`src/rtl/branch_resolve_unit.sv`:
```
// ID-stage conditional branch resolution with a 2-bit saturating-counter PHT
// for IF prediction and saturating retired-branch/mispredict statistics.
module branch_resolve_unit #(
  parameter int unsigned WIDTH     = 32,
  parameter int unsigned PHT_DEPTH = 64,
  parameter logic [1:0]  PHT_INIT  = 2'b01,
  parameter int unsigned CNT_W     = 32
) (
  input  logic             clk,
  input  logic             rst,
  input  logic [31:0]      if_pc,
  output logic             if_pred_taken_o,
  input  logic             id_valid,
  input  logic             id_stall,
  input  logic             id_flush,
  input  logic [5:0]       id_op,
  input  logic [4:0]       id_rt,
  input  logic [WIDTH-1:0] id_a,
  input  logic [WIDTH-1:0] id_b,
  input  logic [31:0]      id_pc,
  input  logic             id_pred_taken,
  output logic             is_branch_o,
  output logic             taken_o,
  output logic             link_o,
  output logic             mispredict_o,
  output logic [CNT_W-1:0] stat_branches_o,
  output logic [CNT_W-1:0] stat_mispredicts_o
);

  localparam int unsigned IDX = $clog2(PHT_DEPTH);

  localparam logic [5:0] OP_REGIMM = 6'b000001;
  localparam logic [5:0] OP_BEQ    = 6'b000100;
  localparam logic [5:0] OP_BNE    = 6'b000101;
  localparam logic [5:0] OP_BLEZ   = 6'b000110;
  localparam logic [5:0] OP_BGTZ   = 6'b000111;

  logic [1:0]       pht_q [PHT_DEPTH];
  logic [1:0]       pht_d;
  logic [CNT_W-1:0] stat_br_q, stat_br_d;
  logic [CNT_W-1:0] stat_mp_q, stat_mp_d;
  logic [IDX-1:0]   if_idx, id_idx;
  logic             a_neg, a_zero, retire;

  assign if_idx = if_pc[IDX+1:2];
  assign id_idx = id_pc[IDX+1:2];

  // PC bits outside the index field are deliberately ignored (aliasing allowed).
  logic unused_pc_lo;
  assign unused_pc_lo = ^{if_pc[1:0], id_pc[1:0]};
  if (IDX + 2 < 32) begin : g_pc_hi
    logic unused_pc_hi;
    assign unused_pc_hi = ^{if_pc[31:IDX+2], id_pc[31:IDX+2]};
  end

  assign if_pred_taken_o = pht_q[if_idx][1];

  assign a_neg  = id_a[WIDTH-1];
  assign a_zero = (id_a == '0);

  always_comb begin
    is_branch_o = 1'b0;
    taken_o     = 1'b0;
    link_o      = 1'b0;
    case (id_op)
      OP_BEQ:  begin is_branch_o = 1'b1; taken_o = (id_a == id_b);    end
      OP_BNE:  begin is_branch_o = 1'b1; taken_o = (id_a != id_b);    end
      OP_BLEZ: begin is_branch_o = 1'b1; taken_o = a_neg | a_zero;    end
      OP_BGTZ: begin is_branch_o = 1'b1; taken_o = ~a_neg & ~a_zero;  end
      OP_REGIMM: begin
        case (id_rt)
          5'b00000, 5'b10000: begin
            is_branch_o = 1'b1; taken_o = a_neg;  link_o = id_rt[4];
          end
          5'b00001, 5'b10001: begin
            is_branch_o = 1'b1; taken_o = ~a_neg; link_o = id_rt[4];
          end
          default: ;
        endcase
      end
      default: ;
    endcase
  end

  assign mispredict_o = id_valid & is_branch_o & (taken_o != id_pred_taken);
  assign retire       = id_valid & is_branch_o & ~id_stall & ~id_flush;

  always_comb begin
    pht_d = pht_q[id_idx];
    if (taken_o) begin
      if (pht_q[id_idx] != 2'b11) pht_d = pht_q[id_idx] + 2'd1;
    end else begin
      if (pht_q[id_idx] != 2'b00) pht_d = pht_q[id_idx] - 2'd1;
    end
    stat_br_d = (stat_br_q == '1) ? stat_br_q : stat_br_q + CNT_W'(1);
    stat_mp_d = (stat_mp_q == '1) ? stat_mp_q : stat_mp_q + CNT_W'(1);
  end

  always_ff @(posedge clk) begin
    if (rst) begin
      for (int unsigned i = 0; i < PHT_DEPTH; i++) pht_q[i] <= PHT_INIT;
      stat_br_q <= '0;
      stat_mp_q <= '0;
    end else if (retire) begin
      pht_q[id_idx] <= pht_d;
      stat_br_q     <= stat_br_d;
      if (mispredict_o) stat_mp_q <= stat_mp_d;
    end
  end

  assign stat_branches_o    = stat_br_q;
  assign stat_mispredicts_o = stat_mp_q;

endmodule
```
`config.mk`:
```
export PLATFORM = sky130hd
export DESIGN_NAME = branch_resolve_unit
export DESIGN_NICKNAME = d
export VERILOG_FILES = /design/src/rtl/branch_resolve_unit.sv
export SDC_FILE = /design/constraint.sdc
export NUM_CORES = 1
export LEC_CHECK = 0
export CORE_UTILIZATION = 53
export DETAILED_ROUTE_END_ITERATION = 12
export PLACE_DENSITY_LB_ADDON = 0.15
export SYNTH_ARGS = -nofsm -noshare
export SYNTH_HDL_FRONTEND = slang
export SYNTH_SLANG_ARGS = --single-unit
```
`constraint.sdc`:
```
create_clock -name clk -period 4.99 [get_ports clk]
set_clock_uncertainty 0.15 [all_clocks]
set_input_delay 0.7485 -clock clk [delete_from_list [all_inputs] [get_ports clk]]
set_output_delay 0.7485 -clock clk [all_outputs]
set_load 0.01 [all_outputs]
```
==> qor.csv, run 1 <==
stage,metric,value,unit
sta,setup_tns,0,ns
grt,grt_util_all_layers,30.4,%
grt,grt-ovfl-total,0,
critical_path,cp_max_fo,6,
critical_path,critPathRequiredTime,4.09,ns
sta,finalCritPeriodShare,92.0,%
synth,synth.avg_cell_area,10.4,um2
die,core_area,19700,um2
critical_path,rrSetupSlack,1.71,ns
synth,syn_inst,1030,
clocking,cts_buffer_depth,2,
min_path,holdPathEnd,stat_mispredicts_o[21]$_SDFFE_PP0P_,
synth,synthTopCellsByArea,"edfxtp_1 (36%), dfxtp_1 (12%), mux4_2 (7.8%), a21o_1 (4.1%), xor2_1 (4.0%)",
clocking,hold_buffers,0,
critical_path,critPathMaxStageDelay,0.51,ns
min_path,hp-start,stat_mispredicts_o[21]$_SDFFE_PP0P_,
grt,grt_max_degree,79,
final_layout,multi_input_area,5190,um2
placement,numPortBuffers,161,
synth,ys_types,66,
placement,post-place-ws,0.279,ns
synth,yosysTopAreaCellShare,35.8,%
drt,routed_wl,30400,um
placement,placed_cells_incl_taps,1411,
power,cellLeakagePower,0.00442,uW
final_layout,diodes,0,
sta,period_minus_slack,4.59,ns
critical_path,worst_path_most_repeated_cell,clkdlybuf4s50_1,
drt,viasPerCell,6.29,
die,die_area,20800,um2
sta,clock.fmax,218,MHz
sta,final-hold-violation-count,0,
placement,hpwlAfterDp,21100,um
synth,synth_area,10700,um2
sta,maxSlewViolCount,0,
sta,rsz0062_at_grt,false,
final_layout,final_cells,1443,
grt,grt_pass1_vias,8750,
final_layout,seqCellArea,5120,um2
synth,async_flop_share,0,%
clocking,cts_tree,done,
clocking,clk_pin_slew,0.08,ns
drt,first_iter_violations,883,
clocking,cts_root_buffer,clkbuf_16,
synth,yosysWarnings,0,
final_layout,fill_cells,1576,
sta,setup_viol,0,
synth,synthFlopType,edfxtp_1,
min_path,min_path_cells,2,
placement,place_congestion,0.899,
critical_path,slowest_stage,nor3_2,
synth,synth_edf_count,128,
critical_path,worstPathArrival,3.69,ns
status,status,"complete, no violations",
critical_path,timing.rr.start,pht_q[40][0]$_SDFFCE_PN1P_,
critical_path,endpoint_kind,output pin,
drt,drtAntennaViolNets,0,
critical_path,start_kind,input pin,
critical_path,rr_endpoint,pht_q[33][1]$_SDFFCE_PN0P_,
critical_path,critical_path_class,in -> out,
grt,grt_pass1_wl,47500,um
final_layout,drive_above_1_share,12.2,%
die,die_y,144,um
sta,worst_slack,0.399,ns
final_layout,area_growth,23.3,%
drt,wl_per_cell,21.0,um
drt,drc_errors,0,
clocking,cts_resized,0,
grt,antenna_found_initial,0,
clocking,cts_setup_buffers,0,
flow_run,maxCapViolations,0,
die,die_x,144,um
clocking,clk-insertion-delay-late,0.44,ns
power,vdd_drop_max,0.249,mV
synth,yosys.area.top_type,edfxtp_1,
sta,worst_pin_slew,0.842,ns
final_layout,nets,1312,
critical_path,ff2ff_path_depth,9,
clocking,cts.sinks,192,
power,power_density,264,nW/um2
die,start_util,54.6,%
synth,ys_seq_area_share,47.8,%
min_path,hold_path_class,reg -> reg,
final_layout,postLayoutCoreUtil,67.3,%
critical_path,path_cells,"clkdlybuf4s50_1, nor4_1, nand4_1, o21ai_2, nor3_1, a311o_1, nor3_2, or2_1, nor2_1, clkdlybuf4s50_1",
synth,synth.ff_latch_count,192,
die,rows,51,
power,power.total,3490,uW
clocking,h-tree-depth,4,
die,pin_count,214,
clocking,cts_made_buffers,17,
sta,slew_headroom,43.8,%
drt,dr_total_vias,9075,
synth,syn-num-nets,1177,
drt,dr.pass1.iters,5,
## critical path: cells and delay by family
kind            cells  cell delay (ns)
buf+inv             2             0.94
simple gates        6             1.48
compound gates      2             0.51
## cells in the mapped netlist (3+ instances only)
cell type,number
a221oi_1,8
or2_2,10
edfxtp_1,128
a21oi_1,32
o21ai_0,18
nand4_1,21
or4_1,9
mux4_2,37
nand3b_1,3
o211ai_1,3
inv_1,20
nand3_1,79
buf_4,3
nor2_1,83
nand2b_1,6
o31ai_1,8
nand2_1,57
and2_1,6
mux2_2,9
dfxtp_1,64
nor4_1,32
and2_0,3
o22ai_1,7
or3_1,15
xor2_1,49
buf_2,22
and3_1,13
nor3_1,66
nor3_2,4
a22oi_1,6
mux2i_1,23
xnor2_1,10
buf_1,8
nor2b_1,15
clkbuf_1,48
a21o_1,59
and4_1,9
## power breakdown
part / internal, uW / switching, uW
Clock: 732 / 616
Combinational: 189 / 231
Sequential: 1710 / 12.1
## sequential cells by signal (all words and copies together) (netlist names)
name                cells
stat_mispredicts_o     32
pht_q                 128
stat_branches_o        32
## per-layer routing
layer | global-route usage (%) | vias to the layer above | part of all wire, %
li1 | - | 4170 | -
met1 | 40.2 | 4359 | 40
met2 | 49.0 | 464 | 48
met3 | 5.60 | 82 | 8.8
met4 | 12.9 | 0 | 3.3
met5 | 0 | - | 0
## how the worst max path moves through the flow
stage              from                          to  slack (ns)
2_1_floorplan  if_pc[2]             if_pred_taken_o        0.90
3_5_place_dp   id_pc[2]  pht_q[33][1]$_SDFFCE_PN0P_        0.28
3_3_place_gp   id_pc[2]  pht_q[63][1]$_SDFFCE_PN0P_        0.36
6_report        id_a[3]                mispredict_o        0.40
5_1_grt        id_a[24]                mispredict_o        0.24
4_1_cts         id_a[3]                mispredict_o        0.44
## cells in the final DEF (no fill, tap or decap), types with 3 or more instances in the layout
cell type / n
a21o_1: 59
and2_1: 6
nand4_1: 21
buf_4: 34
and4_1: 9
nand2b_1: 6
buf_12: 4
or3_1: 15
nor2b_1: 15
mux2_2: 9
mux2i_1: 23
o22ai_1: 7
or2_2: 10
and2_0: 3
nand3b_1: 3
xor2_1: 49
o31ai_1: 8
and3_1: 13
dfxtp_1: 64
inv_1: 20
a221oi_1: 8
clkbuf_16: 19
inv_6: 4
xnor2_1: 10
nor2_1: 83
edfxtp_1: 128
a21oi_1: 32
clkdlybuf4s50_1: 158
nor4_1: 32
nor3_1: 64
nand2_1: 57
a22oi_1: 6
nand3_1: 79
nor3_2: 6
mux4_2: 37
o211ai_1: 3
o21ai_0: 18
or4_1: 9
## logic make-up after synthesis
logic type,share of synthesized area [%]
AO/OA/AOI/OAI,10.2
AND/OR/NAND/NOR,21.8
flip-flops,47.8
buffers and inverters,4.00
multiplexers,11.1
XOR/XNOR,4.81
adder cells (fa/ha/maj),0.420
## cell type report
class | instances | area share, %
timing repair buffer | 198 | 14.6
tap | 265 | 2.51
inverter | 20 | 0.567
clock buffer | 23 | 3.86
sequential | 192 | 38.7
multi-input combinational | 736 | 39.2
clock inverter | 9 | 0.520
## stage by stage
stage	hold WS, ns	cell area [um2]
global route	0.373	13200
floorplan	0.349	10700
finish	0.346	13200
CTS	0.350	13200
detailed placement	0.338	12600
global placement	0.328	12600
Power figures use the tool's default switching activity.
==> run 2: changes to the inputs <==
--- a/config.mk
+++ b/config.mk
@@ -5,7 +5,9 @@
 export SDC_FILE = /design/constraint.sdc
 export NUM_CORES = 1
 export LEC_CHECK = 0
-export CORE_UTILIZATION = 53
+export ABC_CLOCK_PERIOD_IN_PS = 4990
+export CORE_UTILIZATION = 54
+export CTS_BUF_LIST = sky130_fd_sc_hd__clkbuf_8
 export DETAILED_ROUTE_END_ITERATION = 12
 export PLACE_DENSITY_LB_ADDON = 0.15
 export SYNTH_ARGS = -nofsm -noshare
==> qor.csv, run 2 (synthesis results as in run 1) <==
stage,metric,value,unit,change
clocking,cts_setup_buffers,0,,unchanged
final_layout,final_common_cell,clkdlybuf4s50_1,,
die,rows,51,,unchanged
critical_path,path_cells,"clkdlybuf4s50_1, buf_4, mux4_2, mux4_2, mux4_2, clkdlybuf4s50_1",,
clocking,cts.sinks,192,,unchanged
power,power_density,240,nW/um2,-9.0%
clocking,clk-insertion-delay-late,0.48,ns,+0.04 ns
critical_path,crit_buf_inv,3,,+1
clocking,hold_buffers,0,,unchanged
critical_path,crit_family,multiplexers,,
power,power.total,3110,uW,-11%
sta,final-hold-violation-count,0,,unchanged
drt,drc_errors,0,,unchanged
grt,use_met2,49.0,%,about the same
final_layout,fill_cells,1561,,-0.95%
final_layout,area_growth,20.9,%,
die,die_y,143,um,-0.92%
final_layout,final_cell_mix,"clkdlybuf4s50_1 (158), edfxtp_1 (128), nor2_1 (83)",,
clocking,clk_pin_slew,0.11,ns,+0.03 ns
flow_run,maxCapViolations,0,,unchanged
clocking,cts_buffer_depth,2,,unchanged
die,pin_count,214,,unchanged
grt,grt_max_degree,83,,+5.1%
grt,antenna_found_initial,0,,unchanged
drt,wl_per_cell,20.8,um,-1.3%
final_layout,drive_above_1_share,12.2,%,-0.054 points
critical_path,critPathMaxStageDelay,0.57,ns,+0.06 ns
final_layout,nets,1309,,-0.23%
critical_path,endpoint_kind,output pin,,
sta,setup_tns,0,ns,unchanged
placement,numPortBuffers,161,,unchanged
clocking,cts_tree,done,,
grt,grt_pass1_vias,8612,,-1.6%
power,cellLeakagePower,0.00430,uW,-2.8%
sta,rsz0062_at_grt,false,,
grt,grt_pass1_wl,46600,um,-1.9%
placement,hpwlAfterDp,20600,um,-2.4%
critical_path,cp_max_fo,16,,+10
drt,dr.pass1.iters,6,,+1
clocking,h-tree-depth,4,,unchanged
sta,maxSlewViolCount,0,,unchanged
min_path,hold_path_class,reg -> reg,,
grt,grt_util_all_layers,30.3,%,-0.067 points
sta,clock.fmax,222,MHz,+1.9%
sta,setup_viol,0,,unchanged
sta,slew_headroom,37.4,%,-6.4 points
clocking,cts_resized,0,,unchanged
sta,period_minus_slack,4.50,ns,-0.0874 ns
final_layout,largest_reg_flops,128,,unchanged
grt,grt-ovfl-total,0,,unchanged
drt,viasPerCell,6.25,,-0.70%
drt,routed_wl,29900,um,-1.5%
critical_path,worst_path_most_repeated_cell,mux4_2,,
power,vdd_drop_max,0.179,mV,-28%
drt,first_iter_violations,779,,-12%
critical_path,worstPathArrival,3.61,ns,-0.08 ns
critical_path,slowest_stage,mux4_2,,
placement,place_congestion,0.915,,+1.8%
critical_path,start_kind,input pin,,
critical_path,critical_path_class,in -> out,,
drt,drtAntennaViolNets,0,,unchanged
drt,dr_total_vias,8993,,-0.90%
grt,grtUsageMet3,6.87,%,+1.3 points
sta,worst_pin_slew,0.938,ns,+0.0961 ns
sta,finalCritPeriodShare,90.3,%,-1.8 points
final_layout,max_flop_register,pht_q,,
critical_path,critPathRequiredTime,4.09,ns,about the same
final_layout,diodes,0,,unchanged
status,status,"complete, no violations",,
die,die_area,20400,um2,-1.8%
die,core_area,19500,um2,-0.97%
die,die_x,143,um,-0.92%
final_layout,postLayoutCoreUtil,66.6,%,-0.66 points
clocking,cts_root_buffer,clkbuf_8,,
die,start_util,55.1,%,+0.54 points
clocking,cts_made_buffers,17,,unchanged
grt,met1_usage,39.8,%,-0.32 points
grt,busiest_layer,met2,,
## run 2: changes by cell type in the layout (fill, tap and decap cells not counted), sizes merged
cell / before / now
clkinv: 4 / 6
clkbuf: 23 / 18
clkinvlp: 0 / 1
buf: 40 / 37
inv: 25 / 27
## run 2: worst min-delay path, delay by kind of cell, from the launching register on
kind / cells / cell delay, ns
flip-flops: 1 / 0.34
AO/OA/AOI/OAI: 2 / 0.13
## run 2: report_power, final
| part | internal [uW] | switching, uW |
|---|---|---|
| logic | 182 | 228 |
| registers | 1710 | 12.0 |
| clock network | 375 | 607 |
| total | 2260 | 848 |
## run 2: through the flow
step	std cells	hold WS [ns]	instance area [um2]	worst slack, ns
global placement	1408	0.328	12600	0.496
detailed placement	1408	0.340	12600	0.483
global route	1440	0.393	13000	0.282
finish	1440	0.359	13000	0.486
floorplan	1030	0.349	10700	0.903
CTS	1440	0.361	13000	0.482
## run 2: metal layers
layer  vias up  wire length (um)  share of wire, %
met4         0               798               2.7
met3        67              2590               8.7
met5         -                 0                 0
li1       4147                 -                 -
met1      4357             12200                41
met2       422             14300                48
## run 2: area by class of cell
cell class | instances | area, um2 | share of cell area, %
clock buffer | 18 | 248 | 1.91
clock inverter | 14 | 121 | 0.936
inverter | 20 | 75.1 | 0.579
multi-input combinational | 736 | 5190 | 40.0
sequential | 192 | 5120 | 39.5
tap | 265 | 332 | 2.56
timing repair buffer | 195 | 1880 | 14.5
## run 2: final timing paths
kind                                      startpoint                             endpoint  slack, ns  depth (start not counted)
setup / recovery                            if_pc[2]                      if_pred_taken_o       0.49                          6
hold / removal       stat_branches_o[9]$_SDFFE_PP0P_      stat_branches_o[9]$_SDFFE_PP0P_       0.36                          2
setup reg to reg  stat_mispredicts_o[5]$_SDFFE_PP0P_  stat_mispredicts_o[25]$_SDFFE_PP0P_       1.83                          9
hold reg to reg      stat_branches_o[9]$_SDFFE_PP0P_      stat_branches_o[9]$_SDFFE_PP0P_       0.36                          2
